File: config.mk
export PLATFORM = sky130hd
export DESIGN_NAME = dsm_dac_core_flat
export DESIGN_NICKNAME = d
export VERILOG_FILES = /design/src/rtl/dsm_dac_pkg.sv /design/src/rtl/dsm_dac_if.sv /design/src/rtl/dsm_sample_buf.sv /design/src/rtl/dsm_dac_core.sv /design/src/flat_wrapper.sv
export SDC_FILE = /design/constraint.sdc
export NUM_CORES = 1
export LEC_CHECK = 0
export ABC_AREA = 1
export CELL_PAD_IN_SITES_DETAIL_PLACEMENT = 1
export CELL_PAD_IN_SITES_GLOBAL_PLACEMENT = 2
export CORE_ASPECT_RATIO = 1.5
export CORE_MARGIN = 2
export CORE_UTILIZATION = 36
export CTS_BUF_LIST = sky130_fd_sc_hd__clkbuf_16
export CTS_CLUSTER_DIAMETER = 100
export CTS_CLUSTER_SIZE = 30
export DETAILED_ROUTE_END_ITERATION = 7
export HOLD_SLACK_MARGIN = 0.02
export PLACE_DENSITY = 0.83
export SLEW_MARGIN = 30
export SYNTH_ARGS = -nofsm -noshare
export SYNTH_HDL_FRONTEND = slang
export SYNTH_SLANG_ARGS = --single-unit
File: constraint.sdc
create_clock -name clk -period 9.9 [get_ports clk]
set_clock_uncertainty 0.15 [all_clocks]
set_input_delay 1.98 -clock clk [delete_from_list [all_inputs] [get_ports clk]]
set_output_delay 1.98 -clock clk [all_outputs]
set_load 0.01 [all_outputs]
File: src/rtl/dsm_dac_pkg.sv
// dsm_dac_pkg: shared state type, saturation helper and dither LFSR constants
package dsm_dac_pkg;
    typedef enum logic {IDLE, RUN} dsm_state_e;
    localparam int SAT_W = 64;
    localparam logic [15:0] LFSR_SEED = 16'hACE1;
    localparam logic [15:0] LFSR_TAPS = 16'h002D;
    function automatic logic signed [SAT_W-1:0] sat_acc(input logic signed [SAT_W-1:0] v, input int w);
        logic signed [SAT_W-1:0] hi, lo;
        hi = (64'sd1 <<< (w - 1)) - 64'sd1;
        lo = -(64'sd1 <<< (w - 1));
        return v > hi ? hi : (v < lo ? lo : v);
    endfunction
endpackage

File: src/rtl/dsm_dac_if.sv
// dsm_dac_if: valid/ready PCM sample stream into the DAC
interface dsm_dac_if #(parameter int WIDTH = 16);
    logic s_valid;
    logic signed [WIDTH-1:0] s_data;
    logic s_ready;
    modport master (output s_valid, output s_data, input s_ready);
    modport slave (input s_valid, input s_data, output s_ready);
endinterface

File: src/rtl/dsm_sample_buf.sv
// dsm_sample_buf: one-entry holding buffer, refillable in the same cycle it is consumed
module dsm_sample_buf #(
    parameter int WIDTH = 16
) (
    input  logic                    clk,
    input  logic                    rst,
    dsm_dac_if.slave                s,
    input  logic                    load,
    output logic                    full,
    output logic signed [WIDTH-1:0] data
);
    logic ready;
    logic accept;
    assign ready = ~full | load;
    assign accept = s.s_valid & ready;
    assign s.s_ready = ready;
    // an accept always leaves the entry full; a load without accept drains it
    always_ff @(posedge clk) begin
        if (!rst) begin
            full <= 1'b0;
            data <= '0;
        end else if (accept) begin
            full <= 1'b1;
            data <= s.s_data;
        end else if (load) begin
            full <= 1'b0;
        end
    end
endmodule

File: src/rtl/dsm_dac_core.sv
// dsm_dac_core: order-1/2 delta-sigma DAC with saturating integrators; DSM_DAC_DITHER_EN adds LFSR dither
module dsm_dac_core
    import dsm_dac_pkg::*;
#(
    parameter int WIDTH   = 16,
    parameter int ORDER   = 2,
    parameter int OSR     = 64,
    parameter int ACC_EXT = 4
) (
    input  logic     clk,
    input  logic     rst,
    input  logic     clk_en,
    dsm_dac_if.slave s,
    output logic     dsm_out,
    output logic     underrun,
    output logic     running
);
    localparam int ACC_W = WIDTH + ACC_EXT;
    localparam int SUM_W = ACC_W + 2;
    localparam int CNT_W = $clog2(OSR);
    localparam logic [CNT_W-1:0] CNT_MAX = CNT_W'(OSR - 1);
    localparam logic signed [SUM_W-1:0] FB = SUM_W'(1) <<< (WIDTH - 1);

    if (ORDER != 1 && ORDER != 2) begin : g_bad_order
        $error("dsm_dac_core: ORDER must be 1 or 2");
    end
    if (OSR < 2) begin : g_bad_osr
        $error("dsm_dac_core: OSR must be at least 2");
    end

    dsm_state_e state, state_n;
    logic [CNT_W-1:0] cnt;
    logic buf_full, load, out_n;
    logic signed [WIDTH-1:0] buf_data, cur_x, x_now;
    logic signed [ACC_W-1:0] i1, i2, i1_n, i2_n;
    logic signed [SUM_W-1:0] s1, s2, fb, dith;

    dsm_sample_buf #(.WIDTH(WIDTH)) u_buf (
        .clk  (clk),
        .rst  (rst),
        .s    (s),
        .load (load),
        .full (buf_full),
        .data (buf_data)
    );

    assign load = clk_en && ((state == RUN && cnt == CNT_MAX) || (state == IDLE && buf_full));
    assign x_now = (load && buf_full) ? buf_data : cur_x;
    assign fb = dsm_out ? FB : -FB;
    assign running = state == RUN;

`ifdef DSM_DAC_DITHER_EN
    logic [15:0] lfsr;
    // dither LFSR steps once per modulator tick
    always_ff @(posedge clk) begin
        if (!rst) lfsr <= LFSR_SEED;
        else if (clk_en && state == RUN) lfsr <= {^(lfsr & LFSR_TAPS), lfsr[15:1]};
    end
    assign dith = SUM_W'(signed'(lfsr[1:0]));
`else
    assign dith = '0;
`endif

    // next state: leave IDLE on the first load, RUN is only left through reset
    always_comb begin
        state_n = state;
        if (state == IDLE && load) state_n = RUN;
    end

    // one modulator tick; dither enters the last integrator, every sum is clamped
    always_comb begin
        s1 = SUM_W'(i1) + SUM_W'(x_now) - fb + (ORDER == 1 ? dith : SUM_W'(0));
        i1_n = ACC_W'(sat_acc(SAT_W'(s1), ACC_W));
        s2 = SUM_W'(i2) + SUM_W'(i1_n) - fb + (ORDER == 2 ? dith : SUM_W'(0));
        i2_n = ACC_W'(sat_acc(SAT_W'(s2), ACC_W));
        out_n = ORDER == 1 ? ~i1_n[ACC_W-1] : ~i2_n[ACC_W-1];
    end

    // state register
    always_ff @(posedge clk) begin
        if (!rst) state <= IDLE;
        else state <= state_n;
    end

    // sample latch, underrun flag, tick counter and integrators
    always_ff @(posedge clk) begin
        if (!rst) begin
            cnt      <= '0;
            cur_x    <= '0;
            i1       <= '0;
            i2       <= '0;
            dsm_out  <= 1'b0;
            underrun <= 1'b0;
        end else begin
            if (load && buf_full) cur_x <= buf_data;
            underrun <= underrun | (load & ~buf_full);
            if (clk_en && state == RUN) begin
                cnt     <= cnt == CNT_MAX ? '0 : cnt + 1'b1;
                i1      <= i1_n;
                i2      <= ORDER == 2 ? i2_n : '0;
                dsm_out <= out_n;
            end
        end
    end
endmodule

File: src/flat_wrapper.sv
// flat-port wrapper written by rule: the top's interface ports become plain ports
module dsm_dac_core_flat import dsm_dac_pkg::*;
#(
    parameter int WIDTH   = 16,
    parameter int ORDER   = 2,
    parameter int OSR     = 64,
    parameter int ACC_EXT = 4
)
  (clk, rst, clk_en, dsm_out, underrun, running, s_s_valid, s_s_data, s_s_ready);
  dsm_dac_if #(.WIDTH(WIDTH)) s_i ();
  input  logic clk;
  input  logic rst;
  input  logic clk_en;
  output logic dsm_out;
  output logic underrun;
  output logic running;
  input wire logic [$bits(s_i.s_valid)-1:0] s_s_valid;
  input wire logic [$bits(s_i.s_data)-1:0] s_s_data;
  output wire logic [$bits(s_i.s_ready)-1:0] s_s_ready;
  assign s_i.s_valid = s_s_valid;
  assign s_i.s_data = s_s_data;
  assign s_s_ready = s_i.s_ready;
  dsm_dac_core #(.WIDTH(WIDTH), .ORDER(ORDER), .OSR(OSR), .ACC_EXT(ACC_EXT)) u_core (.clk(clk), .rst(rst), .clk_en(clk_en), .s(s_i), .dsm_out(dsm_out), .underrun(underrun), .running(running));
endmodule
# Yosys cells after proc, flatten, opt, wreduce, memory -nomap -nowiden
# Cells that the tools add are included.
# word_totals
ff_bits,82
output_inout_bits,4
wordCells,43
romBits,0
memories,0
mem_bits_rw,0
latch_bits,0
# classes
reduce_logical,8
n_lt_le_gt_ge,4
div,0
n_addsub,5
mux,9
multipliers,0
n_shift,0
n_eq_ne,1
bitwise,7
# ops
cell,n
$mux W20,4
$gt A22 B20 Y1 const B,2
$lt A22 B20 Y1 const B,2
$sub A21 B22 Y22,2
$mux W22,1
$add A20 B16 Y21,1
$add A20 B20 Y21,1
$mux W16,1
$add A6 B1 Y6 const B,1
$eq A6 B6 Y1 const B,1
$logic_and A1 B1 Y1,6
$mux W6,1
$not A1 Y1,3
$and A1 B1 Y1,2
$mux W1,2
$or A1 B1 Y1,2
$reduce_bool A2 Y1,1
$logic_or A1 B1 Y1,1

# Logic depth before layout (Yosys ltp)
# Gate-level depths: netlist (run 1).
# depth
word_depth,17
ltp_mapped,45
mapped_depth_nobuf,43

# Modules after synthesis
# From an unflattened synthesis (run 1), not the netlist that was laid out.
# unflattened
cells_unflattened,900
area_unflattened_um2,6404.9
# modules_own_cells
module,instances,seq_area_each_um2,area_per_inst_um2,cells_per_inst
dsm_dac_core,1,1301.2,5595.4,790
dsm_sample_buf,1,340.3,809.5,110

# Worst setup path after synthesis (run 1)
# OpenSTA, ideal clock, no wires.
# synth_path
path_kind,in2reg
start,input clk_en
end,register u_core.i2[16]
t_arrival_ps,8523
setup_time_ps,122
stages,42
slack_ps,1105
t_required_ps,9628
cell_sequence,nand2_1 nor2_2 nand2_2 nand2_2 nand2_4 buf_1 nand2_1 o21ai_0 inv_1 fa_1 ha_1 inv_1 nor3_1 nor3b_1 nand3_1 nand3_1 xor2_1 inv_1 [6 not listed] ha_1 inv_1 ha_1 a21oi_1 o21ai_0 a21oi_1 o21ai_1 a21boi_1 o21ai_0 a21boi_1 o21ai_1 a21boi_1 o21ai_1 xor2_1 nand3b_2 a21oi_4 buf_6 a21oi_2
# synth_between
elab_chain_cells,13
word_cells_on_any_way,16
classes_between,4 x add/sub; 4 x order compare; 5 x mux; 3 x reduce/logical
# synth_rtl
element,line_no,text
"start, declared",flat_wrapper.sv:13,input logic clk_en;
$logic_and A1 B1 Y1 (*),dsm_dac_core.sv:47,assign load = clk_en && ((state == RUN && cnt == CNT_MAX) || (state == IDLE && buf_full));
$logic_and A1 B1 Y1 (*),dsm_dac_core.sv:48,assign x_now = (load && buf_full) ? buf_data : cur_x;
$mux W16 (*),dsm_dac_core.sv:48,
net u_core.x_now[15],dsm_dac_core.sv:34,"logic signed [WIDTH-1:0] buf_data, cur_x, x_now;"
$add A20 B16 Y21 (*),dsm_dac_core.sv:72,s1 = SUM_W'(i1) + SUM_W'(x_now) - fb + (ORDER == 1 ? dith : SUM_W'(0));
$sub A21 B22 Y22 (*),dsm_dac_core.sv:72,
$lt A22 B20 Y1,dsm_dac_pkg.sv:11,return v > hi ? hi : (v < lo ? lo : v);
$mux W20,dsm_dac_pkg.sv:11,
$mux W20 (*),dsm_dac_pkg.sv:11,
$add A20 B20 Y21 (*),dsm_dac_core.sv:74,s2 = SUM_W'(i2) + SUM_W'(i1_n) - fb + (ORDER == 2 ? dith : SUM_W'(0));
$sub A21 B22 Y22 (*),dsm_dac_core.sv:74,
$lt A22 B20 Y1,dsm_dac_pkg.sv:11,
$mux W20,dsm_dac_pkg.sv:11,
$mux W20 (*),dsm_dac_pkg.sv:11,
"end signal, assigned",dsm_dac_core.sv:100,i2 <= ORDER == 2 ? i2_n : '0;
"end, declared",dsm_dac_core.sv:35,"logic signed [ACC_W-1:0] i1, i2, i1_n, i2_n;"
# The timed path passes the listed nets; every way through them passes the cells marked *.
# A chain may end at the register's enable or synchronous reset.

# Worst setup path in the final report (run 1)
# layout_path
start,input clk_en
end,register u_core.i2[2]
# The elaborated chain is that of the path after synthesis.

==> results of run 1 <==
## flip-flops by register name (all words and copies together), names as in the netlist
register and flops:
u_core.cur_x 16, u_core.dsm_out 1, u_core.u_buf.full 1, u_core.cnt 6, u_core.running 1, u_core.underrun 1
u_core.i1 20, u_core.u_buf.data 16, u_core.i2 20
## per-stage QoR
step | cell area (µm²) | power (mW) | util
2_1_floorplan | 6230 | 1.25 | -
3_3_place_gp | 6670 | 1.52 | 0.396
3_5_place_dp | 6670 | 1.53 | 0.396
4_1_cts | 7020 | 1.92 | 0.417
5_1_grt | 7060 | 2.11 | 0.419
6_report | 7060 | 1.91 | 0.419
## worst max path at each step
stage                start                    endpoint  depth (start not counted)
floorplan           clk_en  u_core.i2[16]$_SDFFE_PN0P_                         42
global placement    clk_en   u_core.i2[2]$_SDFFE_PN0P_                         39
detailed placement  clk_en  u_core.i2[15]$_SDFFE_PN0P_                         39
CTS                 clk_en   u_core.i2[2]$_SDFFE_PN0P_                         40
global route        clk_en   u_core.i2[1]$_SDFFE_PN0P_                         41
finish              clk_en   u_core.i2[2]$_SDFFE_PN0P_                         40
## placed cells by master (no fill, tap or decap), drive strengths merged, types with 2 or more instances in the layout
cell | netlist | final
a31oi | 2 | 2
xor2 | 19 | 19
o21a | 4 | 4
inv | 174 | 176
or2 | 3 | 3
clkbuf | 19 | 9
clkinv | 0 | 2
and3 | 2 | 2
nor3 | 6 | 6
xnor2 | 14 | 14
clkdlybuf4s50 | 0 | 23
bufinv | 0 | 2
nand3 | 38 | 38
nand2 | 130 | 131
nand4 | 2 | 2
a21o | 2 | 2
a21oi | 91 | 91
o221ai | 3 | 3
mux2i | 13 | 13
o31ai | 2 | 2
o21ai | 89 | 89
o211ai | 6 | 6
buf | 5 | 9
ha | 71 | 71
nor2 | 82 | 82
dfxtp | 82 | 82
nand3b | 3 | 3
a21boi | 4 | 4
fa | 8 | 8
## area by class of cell
class | count | area, µm²
Fill cell | 2177 | 9780
Multi-Input combinational cell | 599 | 3860
Sequential cell | 82 | 1640
Inverter | 174 | 653
Timing Repair Buffer | 32 | 310
Tap cell | 210 | 263
Clock buffer | 9 | 225
Clock inverter | 7 | 101
## worst max-delay path, delay by kind of cell
family | cells | cell delay (ns)
and+or+nand+nor | 12 | 1.66
adders and majority gates | 4 | 1.50
buffers and inverters | 8 | 1.22
AOI/OAI and AO/OA | 14 | 2.48
xor gates and xnor gates | 2 | 0.27
## kinds of logic after synthesis
group / Yosys count / share of synthesized area
buf+inv: 198 / 0.122
simple gates: 268 / 0.196
flops: 82 / 0.264
xor+xnor: 33 / 0.0464
compound gates: 205 / 0.183
fa+ha+maj: 79 / 0.168
mux: 13 / 0.0209
## where the power goes
| part | internal [mW] | leakage (nW) | switching (mW) | total (mW) |
|---|---|---|---|---|
| registers | 0.346 | 0.668 | 0.00990 | 0.356 |
| clock network | 0.224 | 0.158 | 0.153 | 0.377 |
| logic | 0.431 | 2.76 | 0.741 | 1.17 |
| total | 1.00 | 3.58 | 0.904 | 1.91 |
## timing repair
| item | CTS | global route |
|---|---|---|
| buffers inserted | 2 | 0 |
| pin swaps | 1 | 1 |
| gates cloned | 0 | 1 |
| resized for setup | 0 | 8 |
| setup endpoints to repair | 17 | 19 |
## per-layer routing
metal  up-vias  track usage  routed length (µm)
met2        33        0.384                9180
met5         -            0                   0
met4         0       0.0556                 304
met3        17       0.0219                 200
li1       2864            -                   -
met1      2590        0.214                7300
==> summary.txt, run 1 <==
VDD IR-drop max -> 118 µV
Ant diodes -> 0
Post-Syn Instances -> 878
Number of max-cap violations -> 0
Number of buffers added to fix hold violations after cts -> 0
Yosys top cell by area -> dfxtp_1
Leading post-synthesis cells by cell area -> dfxtp_1, ha_1, inv_1
CTS sink count -> 82
Worst Hold Class -> reg2reg
Count of endpoints failing setup in the final report -> 0
Syn_nets -> 977
Syn Area/Cell -> 7.09 µm²
Initial detailed-routing violation count -> 207
Count of synthesis-stage warnings from yosys -> 0
Std-Cell Core Area -> 16800 µm²
Clock transition at path regs -> 0.07 ns
Sum of negative setup slack -> 0 ns
Leakage power -> 3.58 nW
I/O Pins -> 24
Worst r2r path cells -> 40
Worst reg2reg path startpoint -> u_core.cnt[0]$_SDFFE_PN0P_
Max Freq -> 110 MHz
Actual slew at the worst max-slew pin -> 0.723 ns
Number of unique standard cell types used by synthesis -> 41
Floorplan row count -> 58
Clock tree from TritonCTS -> done
Number of levels in the clock H-tree -> 3
Initial core utilization -> 0.370
Via count of the first global-routing pass -> 6014
Worst EP required -> 9.98 ns
Global route overflow -> 0
Remaining routing DRC violations -> 0
Global-route wire length before repair -> 28700 µm
Critical-path cell with the highest stage delay -> fa_1
Vias after detailed routing -> 5504
Worst slack at placement -> -0.423 ns
Relative slew margins -> 0.517
Crit. End Element -> flop
Share of post-route cells with drive strength above 1 -> 0.0875
Antenna-violating nets left -> 0
Number of enable flip-flop cells after synthesis -> 0
Post-detail-place hpwl -> 13000 µm
Number of nets in the final layout -> 997
First-pass iteration count of the detailed router -> 4
Final weighted congestion of routability-driven global placement -> 0.828
# port buffers -> 23
Peak per-stage delay on the critical path -> 0.50 ns
Later-pin clock latency in the skew report -> 0.35 ns
Worst Path Arrival -> 9.14 ns
Number of slew-limit violations in the final report -> 0
Reg-to-reg setup timing slack -> 2.43 ns
Overall routed net length -> 17000 µm
Final period utilization -> 0.914
Worst hold path stage count -> 2
Global routing usage summed across all routing layers -> 0.193
Chip Height -> 165 µm
Status -> complete, no violations
Power Dens Cells -> 270 nW/µm²
Sequential cell area fraction in the yosys report -> 0.264
Worst Path Class, Setup -> in2reg
Async set or reset register ratio after synthesis -> 0
CTS Buffer Depth -> 2
Setup repair after global routing missed its margin -> false
Synth-to-layout area growth -> 13.3%
Maximum number of pins on one net before global-route repair -> 44
Register bit total from synthesis -> 82
Time the worst path needs with I/O delays and setup -> 9.05 ns
Commonest cells in the netlist -> inv_1, nand2_1, o21ai_0
Library cell with the highest instance count after synthesis -> inv_1
X dimension of the die -> 111 µm
Summed instance area of the synthesized netlist -> 6230 µm²
Setup ws final -> 0.847 ns
CP Max Fanout -> 5
Average wire length per cell after detail routing -> 15.3 µm
Number of antenna violations at the first check in global routing -> 0
Post-Place Cells -> 1094
Final Instance Count excl. Fillers -> 1113
Final hold violation count -> 0
Die area -> 18400 µm²
Area share of the leading cell type in the synthesized netlist -> 0.264
Detailed-route vias per instance -> 4.95
Synth Flop Type -> dfxtp_1
Worst R2R End -> u_core.i2[2]$_SDFFE_PN0P_
Startpoint class of the critical path -> input port
Hold Path Sink -> u_core.u_buf.data[0]$_SDFFE_PN0P_
Startpoint of the lowest-slack hold path -> u_core.u_buf.data[0]$_SDFFE_PN0P_
Root buffer selected by CTS -> clkbuf_16
Cts bufs inserted -> 9
Most used cell along the critical path -> inv_1
Worst hold slack -> 0.313 ns
Power figures use the tool's default switching activity.
==> inputs of run 2 (changes only) <==
- CTS_CLUSTER_SIZE: 30 -> 20
==> results of run 2 <==
Same layout as run 1: the final DEF is identical, and so are final timing and power.
